`src/rtl/commit_marker_queue_if.sv`:
```
// Commit-side scan inputs and marker event stream of the commit marker queue.
// The queue attaches through the slave modport; the ROB/logger side uses master.
interface commit_marker_queue_if #(
  parameter int LANES = 2,
  parameter int SEQ_W = 32
);
  logic [LANES-1:0]    commit_valid;
  logic [LANES*32-1:0] commit_inst;
  logic                evt_valid;
  logic                evt_ready;
  logic [3:0]          evt_code;
  logic [1:0]          evt_lane;
  logic [SEQ_W-1:0]    evt_seq;

  modport master (
    output commit_valid, commit_inst, evt_ready,
    input  evt_valid, evt_code, evt_lane, evt_seq
  );

  modport slave (
    input  commit_valid, commit_inst, evt_ready,
    output evt_valid, evt_code, evt_lane, evt_seq
  );
endinterface

```
`src/rtl/commit_marker_queue.sv`:
```
// Detects phase-marker instructions (slti x0,x0,imm) on the commit lanes, queues them
// in commit order with lane/sequence tags, and tracks the open phase and nesting errors.
module commit_marker_queue #(
  parameter int LANES = 2,
  parameter int DEPTH = 8,
  parameter int SEQ_W = 32
) (
  input  logic                   clock,
  input  logic                   reset,
  commit_marker_queue_if.slave   bus,
  output logic [2:0]             phase,
  output logic                   nest_err,
  output logic                   overflow,
  output logic [15:0]            drop_cnt
);
  localparam int PTR_W = $clog2(DEPTH);
  localparam int CNT_W = PTR_W + 1;
  localparam int TAL_W = CNT_W + 1;

  typedef struct packed {
    logic [3:0]       code;
    logic [1:0]       lane;
    logic [SEQ_W-1:0] seq;
  } entry_t;

  entry_t            mem_reg [DEPTH];
  logic [PTR_W-1:0]  rd_ptr_reg, wr_ptr_reg;
  logic [CNT_W-1:0]  count_reg;
  logic [SEQ_W-1:0]  seq_reg;
  logic [2:0]        phase_reg;
  logic              nest_err_reg;
  logic              overflow_reg;
  logic [15:0]       drop_cnt_reg;

  logic [LANES-1:0]  hit;
  logic [3:0]        code_w  [LANES];
  logic [TAL_W-1:0]  rank_c  [LANES];
  logic [LANES-1:0]  accept_c;
  entry_t            entry_c [LANES];

  logic              deq;
  logic [TAL_W-1:0]  free_c, n_hit_c, n_acc_c, drop_c;
  logic [16:0]       drop_sum_c;
  logic [15:0]       drop_cnt_next;
  logic [CNT_W-1:0]  count_next;
  logic [2:0]        phase_next;
  logic              nest_err_next;

  // Per-lane marker decode and the entry each lane would enqueue
  generate
    for (genvar gi = 0; gi < LANES; gi++) begin : g_lane
      logic [31:0] inst;
      assign inst        = bus.commit_inst[32*gi +: 32];
      assign code_w[gi]  = inst[23:20];
      assign hit[gi]     = bus.commit_valid[gi] && (inst[19:0] == 20'h02013) &&
                           (inst[31:24] == 8'h00) && (inst[23:20] <= 4'hD);
      assign entry_c[gi] = '{code: code_w[gi],
                             lane: 2'(gi),
                             seq:  seq_reg + SEQ_W'(rank_c[gi])};
    end
  endgenerate

  assign deq = (count_reg != '0) && bus.evt_ready;

  // Rank each hit among this cycle's hits; the lowest-ranked ones take the free slots
  always_comb begin
    free_c  = TAL_W'(DEPTH) - TAL_W'(count_reg) + TAL_W'(deq);
    n_hit_c = '0;
    n_acc_c = '0;
    for (int i = 0; i < LANES; i++) begin
      rank_c[i]   = n_hit_c;
      accept_c[i] = hit[i] && (n_hit_c < free_c);
      n_hit_c     = n_hit_c + TAL_W'(hit[i]);
      n_acc_c     = n_acc_c + TAL_W'(accept_c[i]);
    end
    drop_c        = n_hit_c - n_acc_c;
    drop_sum_c    = {1'b0, drop_cnt_reg} + 17'(drop_c);
    drop_cnt_next = drop_sum_c[16] ? 16'hFFFF : drop_sum_c[15:0];
    count_next    = count_reg - CNT_W'(deq) + CNT_W'(n_acc_c);
  end

  // Phase tracker sees every hit, dropped or not, chained in lane order
  always_comb begin
    phase_next    = phase_reg;
    nest_err_next = nest_err_reg;
    for (int i = 0; i < LANES; i++) begin
      if (hit[i]) begin
        if (!code_w[i][0]) begin
          if (phase_next != 3'd7) nest_err_next = 1'b1;
          phase_next = code_w[i][3:1];
        end else begin
          if (phase_next != code_w[i][3:1]) nest_err_next = 1'b1;
          phase_next = 3'd7;
        end
      end
    end
  end

  always_ff @(posedge clock) begin
    if (!reset) begin
      rd_ptr_reg   <= '0;
      wr_ptr_reg   <= '0;
      count_reg    <= '0;
      seq_reg      <= '0;
      phase_reg    <= 3'd7;
      nest_err_reg <= 1'b0;
      overflow_reg <= 1'b0;
      drop_cnt_reg <= '0;
    end else begin
      rd_ptr_reg   <= rd_ptr_reg + PTR_W'(deq);
      wr_ptr_reg   <= wr_ptr_reg + PTR_W'(n_acc_c);
      count_reg    <= count_next;
      seq_reg      <= seq_reg + SEQ_W'(n_hit_c);
      phase_reg    <= phase_next;
      nest_err_reg <= nest_err_next;
      if (drop_c != '0) overflow_reg <= 1'b1;
      drop_cnt_reg <= drop_cnt_next;
    end
  end

  // Storage needs no reset: count_reg alone decides which slots are live
  always_ff @(posedge clock) begin
    if (reset) begin
      for (int i = 0; i < LANES; i++) begin
        if (accept_c[i]) mem_reg[wr_ptr_reg + PTR_W'(rank_c[i])] <= entry_c[i];
      end
    end
  end

  assign bus.evt_valid = (count_reg != '0);
  assign bus.evt_code  = mem_reg[rd_ptr_reg].code;
  assign bus.evt_lane  = mem_reg[rd_ptr_reg].lane;
  assign bus.evt_seq   = mem_reg[rd_ptr_reg].seq;
  assign phase         = phase_reg;
  assign nest_err      = nest_err_reg;
  assign overflow      = overflow_reg;
  assign drop_cnt      = drop_cnt_reg;
endmodule

```
`src/flat_wrapper.sv`:
```
// flat-port wrapper written by rule: the top's interface ports become plain ports
module commit_marker_queue_flat 
#(
  parameter int LANES = 2,
  parameter int DEPTH = 8,
  parameter int SEQ_W = 32
)
  (clock, reset, phase, nest_err, overflow, drop_cnt, bus_commit_valid, bus_commit_inst, bus_evt_ready, bus_evt_valid, bus_evt_code, bus_evt_lane, bus_evt_seq);
  commit_marker_queue_if #(.LANES(LANES), .SEQ_W(SEQ_W)) bus_i ();
  input  logic clock;
  input  logic reset;
  output logic [2:0] phase;
  output logic nest_err;
  output logic overflow;
  output logic [15:0] drop_cnt;
  input wire logic [$bits(bus_i.commit_valid)-1:0] bus_commit_valid;
  input wire logic [$bits(bus_i.commit_inst)-1:0] bus_commit_inst;
  input wire logic [$bits(bus_i.evt_ready)-1:0] bus_evt_ready;
  output wire logic [$bits(bus_i.evt_valid)-1:0] bus_evt_valid;
  output wire logic [$bits(bus_i.evt_code)-1:0] bus_evt_code;
  output wire logic [$bits(bus_i.evt_lane)-1:0] bus_evt_lane;
  output wire logic [$bits(bus_i.evt_seq)-1:0] bus_evt_seq;
  assign bus_i.commit_valid = bus_commit_valid;
  assign bus_i.commit_inst = bus_commit_inst;
  assign bus_i.evt_ready = bus_evt_ready;
  assign bus_evt_valid = bus_i.evt_valid;
  assign bus_evt_code = bus_i.evt_code;
  assign bus_evt_lane = bus_i.evt_lane;
  assign bus_evt_seq = bus_i.evt_seq;
  commit_marker_queue #(.LANES(LANES), .DEPTH(DEPTH), .SEQ_W(SEQ_W)) u_core (.clock(clock), .reset(reset), .bus(bus_i), .phase(phase), .nest_err(nest_err), .overflow(overflow), .drop_cnt(drop_cnt));
endmodule
```
`config.mk`:
```
export PLATFORM = sky130hd
export DESIGN_NAME = commit_marker_queue_flat
export DESIGN_NICKNAME = d
export VERILOG_FILES = /design/src/rtl/commit_marker_queue_if.sv /design/src/rtl/commit_marker_queue.sv /design/src/flat_wrapper.sv
export SDC_FILE = /design/constraint.sdc
export NUM_CORES = 1
export LEC_CHECK = 0
export CORE_MARGIN = 3
export CORE_UTILIZATION = 64
export DETAILED_ROUTE_END_ITERATION = 10
export GPL_TIMING_DRIVEN = 0
export PLACE_DENSITY = 0.9
export SETUP_SLACK_MARGIN = 0.4
export SYNTH_ARGS = -nofsm -noshare
export SYNTH_HDL_FRONTEND = slang
export SYNTH_SLANG_ARGS = --single-unit
```
`constraint.sdc`:
```
create_clock -name clock -period 15 [get_ports clock]
set_input_delay 3 -clock clock [delete_from_list [all_inputs] [get_ports clock]]
set_output_delay 3 -clock clock [all_outputs]
set_load 0.01 [all_outputs]
```
==> results.ini <==
[yosys]
synth_flop_cell = sky130_fd_sc_hd__edfxtp_1
count_of_mapped_cells_out_of_synthesis = 1497
syn_avg_cell_area_um2 = 12.6
synthArstFlopShare_pct = 0
post_synth_edffs = 288
seq_area_frac_synth_pct = 53.4
mappedNetlistArea_um2 = 18900
postSynthNetCount = 1597
netlist-cell-type-count = 68
synth_area_leader_cell = sky130_fd_sc_hd__edfxtp_1
post-synth-top-count-cell = sky130_fd_sc_hd__edfxtp_1
synth_top_cells_by_count = 288 x sky130_fd_sc_hd__edfxtp_1, 140 x sky130_fd_sc_hd__o2bb2ai_1, 101 x sky130_fd_sc_hd__a21oi_1, 91 x sky130_fd_sc_hd__nand2_1
total_of_warnings_raised_by_yosys = 0
ys_top_cells_by_area = sky130_fd_sc_hd__edfxtp_1 46%, sky130_fd_sc_hd__mux4_2 8.8%, sky130_fd_sc_hd__dfxtp_1 7.5%, sky130_fd_sc_hd__o2bb2ai_1 6.5%, sky130_fd_sc_hd__a21o_1 3.3%
synth.top_cell.area_share_pct = 45.8
synth-seq-cells = 359

[timing]
max_slew.worst_pin.slew_ns = 1.36
slew_headroom_pct = 8.17
fmax_ghz = 0.121
grt_setup_unrepaired = no
final-max-slew-violation-count = 0
fin_worst_skew_ns = 0.0129
layout_worst_path_cycle_share_pct = 55.1
fin_crit_ns = 8.26
final-setup-viol-count = 0
setup_ws_ns = 6.74
setup_tns_ns = 0
finalHoldViolations = 0

[drt]
first_iter_violations = 2489
route.detailed.drc = 0
drt_pre_antenna_iters = 7
detail_route.wirelength_um = 57500
post_drt_wl_per_cell_um = 27.6
routed-via-count = 15068
avgViaCountPerCell = 7.22
drt.antenna.violating_nets = 0

[final_layout]
multiInputGateArea_um2 = 8030
final-seq-area_um2 = 10100
nets = 1773
max_ffs_per_register = 296
filler_cell_count = 1687
layoutNonFillerInstCount = 2086
n_antenna_cell = 0
share_of_final_layout_standard_cells_stronger_than_drive_strength_1_pct = 15.2
layout-area-overhead-vs-synth_pct = 16.9
post-route-util_pct = 76.4

[global_routing]
pin_count_of_the_biggest_net_entering_global_routing = 29
grt_overflow = 0
grt_pass1_vias = 15491
grt_first_pass_wirelength_um = 87800
global_route.peak_usage_layer = met2
grt_antenna_before_repair = 1
routing_usage_on_met3_pct = 11.0
met1_usage_pct = 45.2
globalRouteTotalUtil_pct = 36.7
grt_util_met2_pct = 58.5

[place]
placedCellCount = 2016
dp_hpwl_um = 37800
placement.setup.worst_slack_ns = 6.28
portBuffers = 127
gp_routability_congestion = 0.986

[floorplanning]
rows = 62
chipHeight_um = 178
ioPinCount = 129
die_area_um2 = 31600
coreArea_um2 = 28900
die_x_um = 178
initial_core_util_pct = 65.4

[critical_path]
cp_data_arrival_time_ns = 8.72
endpoint_kind = flip-flop
cp_slowest_stage_delay_ns = 0.54
critPathKind = in -> reg
cpMaxStageDelayCell = sky130_fd_sc_hd__or3b_2
timing.critical_path.fanout_max = 10
critical_path_required_ns = 15.45
cp_cell_sequence = clkdlybuf4s50_1 -> nand2_1 -> ha_1 -> inv_1 -> ha_1 -> or3_1 -> a21oi_1 -> and2_1 -> buf_2 -> buf_6 -> nor2_1 -> ha_1 -> ha_1 -> fa_1 -> fa_1 -> nor2b_1 -> o21ai_0 -> a21boi_0 -> o21bai_1 -> or3b_2 -> clkbuf_1 -> a21oi_1
worstSetupStartpointType = input pin
critical-path-top-cell-by-count = sky130_fd_sc_hd__ha_1

[clocking]
clk_root_buffer_cell = sky130_fd_sc_hd__clkbuf_16
ctsLongestPathBuffers = 3
worst_setup_hold_path_clk_slew_ns = 0.06
cts_num_sinks = 359
htreeDepth = 2
cts_post_setup_buffers_inserted = 0
number_of_buffers_added_by_the_clock_tree_synthesis_step = 38
later_pin_clock_latency_in_the_skew_report_ns = 0.54
cts-resized-gates = 0
cts-hold-fix-buffers = 0
clock_tree_from_tritoncts = done

[status]
run_status = finished clean

[pwr]
power.static_leakage_nw = 6.92
power.density_nw_per_um2 = 110
largest_vdd_supply_drop_uv = 77.3

[flow_run]
max_cap_violations = 0

[min_path]
worst_hold_path_type = reg -> reg

[routing by layer]
| layer | share of wire [%] | wire length (um) |
|---|---|---|
| met5 | 0.028 | 16 |
| met2 | 47 | 26800 |
| met3 | 14 | 8050 |
| met4 | 6.5 | 3740 |
| met1 | 33 | 18900 |
[report_power, final]
part	switching, mW	leakage (nW)	total [mW]	internal, mW
Combinational	0.214	3.59	0.405	0.191
Clock	0.406	0.607	0.955	0.549
Sequential	0.00507	2.73	1.07	1.07
[layout by cell type, fill, tap and decap left out, types with 9 or more instances in the layout]
cell type | netlist | final
sky130_fd_sc_hd__dfxtp_1 | 71 | 71
sky130_fd_sc_hd__ha_1 | 26 | 26
sky130_fd_sc_hd__nand4_1 | 15 | 15
sky130_fd_sc_hd__clkbuf_16 | 0 | 41
sky130_fd_sc_hd__o21ai_0 | 16 | 15
sky130_fd_sc_hd__clkdlybuf4s50_1 | 0 | 127
sky130_fd_sc_hd__o21ai_1 | 23 | 23
sky130_fd_sc_hd__a21o_1 | 82 | 82
sky130_fd_sc_hd__buf_1 | 26 | 26
sky130_fd_sc_hd__edfxtp_1 | 288 | 288
sky130_fd_sc_hd__xor2_1 | 33 | 33
sky130_fd_sc_hd__nand2b_1 | 13 | 13
sky130_fd_sc_hd__clkbuf_1 | 82 | 88
sky130_fd_sc_hd__o2bb2ai_1 | 140 | 140
sky130_fd_sc_hd__nor3_1 | 18 | 18
sky130_fd_sc_hd__mux4_2 | 74 | 74
sky130_fd_sc_hd__clkinv_2 | 0 | 9
sky130_fd_sc_hd__or3_1 | 9 | 9
sky130_fd_sc_hd__nand2_1 | 91 | 84
sky130_fd_sc_hd__a21oi_1 | 101 | 101
sky130_fd_sc_hd__xnor2_1 | 30 | 30
sky130_fd_sc_hd__mux2_2 | 38 | 38
sky130_fd_sc_hd__buf_2 | 34 | 34
sky130_fd_sc_hd__nor2_1 | 61 | 61
sky130_fd_sc_hd__a22o_1 | 45 | 45
sky130_fd_sc_hd__nand3_1 | 28 | 28
sky130_fd_sc_hd__and2_1 | 12 | 12
sky130_fd_sc_hd__nor4_1 | 13 | 13
sky130_fd_sc_hd__inv_1 | 32 | 32
[critical path, delay by kind of cell]
family                     cells  cell delay (ns)
AOI/OAI and AO/OA              5             1.22
adders and majority gates      6             1.95
buffers and inverters          5             1.15
and+or+nand+nor                6             1.38
[cell families (layout without fill, tap and decap cells)]
kind of cell,Yosys count,after routing,share of synthesized area (%)
DFF,359,359,53.4
other,1,1,0.0199
and+or+nand+nor,315,315,9.30
adders and majority gates,31,31,2.25
buffers and inverters,184,389,4.24
xor gates and xnor gates,63,63,2.92
muxes,113,113,11.2
AOI/OAI and AO/OA,431,431,16.8
[metrics by stage]
| stage | cell area (um^2) | hold slack [ns] | total power, mW |
|---|---|---|---|
| CTS | 22000 | 0.449 | 2.41 |
| detailed placement | 20800 | 0.441 | 1.49 |
| global placement | 20600 | 0.427 | 1.48 |
| floorplan | 18900 | 0.418 | 1.35 |
| finish | 22100 | 0.457 | 2.43 |
| global route | 22100 | 0.475 | 2.49 |
[final cells by class]
cell class,count,area share [%]
multi-input cells,954,36.4
repair buffers,136,6.55
flip-flops and latches,359,45.7
clock buffers,47,4.75
well taps,384,2.18
plain buffers,152,3.09
inverters,32,0.545
clock inverters,22,0.823
[worst paths after layout]
kind,to,startpoint,slack [ns],cells after the start
worst max-delay path,u_core.drop_cnt[9]$_SDFF_PN0_,bus_evt_ready,6.74,22
worst min-delay path,u_core.mem_reg[6][32]$_SDFFE_PP1P_,u_core.mem_reg[6][32]$_SDFFE_PP1P_,0.46,2
worst max register to register,u_core.drop_cnt[9]$_SDFF_PN0_,u_core.count_reg[2]$_SDFF_PN0_,8.89,24
worst min register to register,u_core.mem_reg[6][32]$_SDFFE_PP1P_,u_core.mem_reg[6][32]$_SDFFE_PP1P_,0.46,2
No activity file was read; power rests on OpenSTA's default activity.
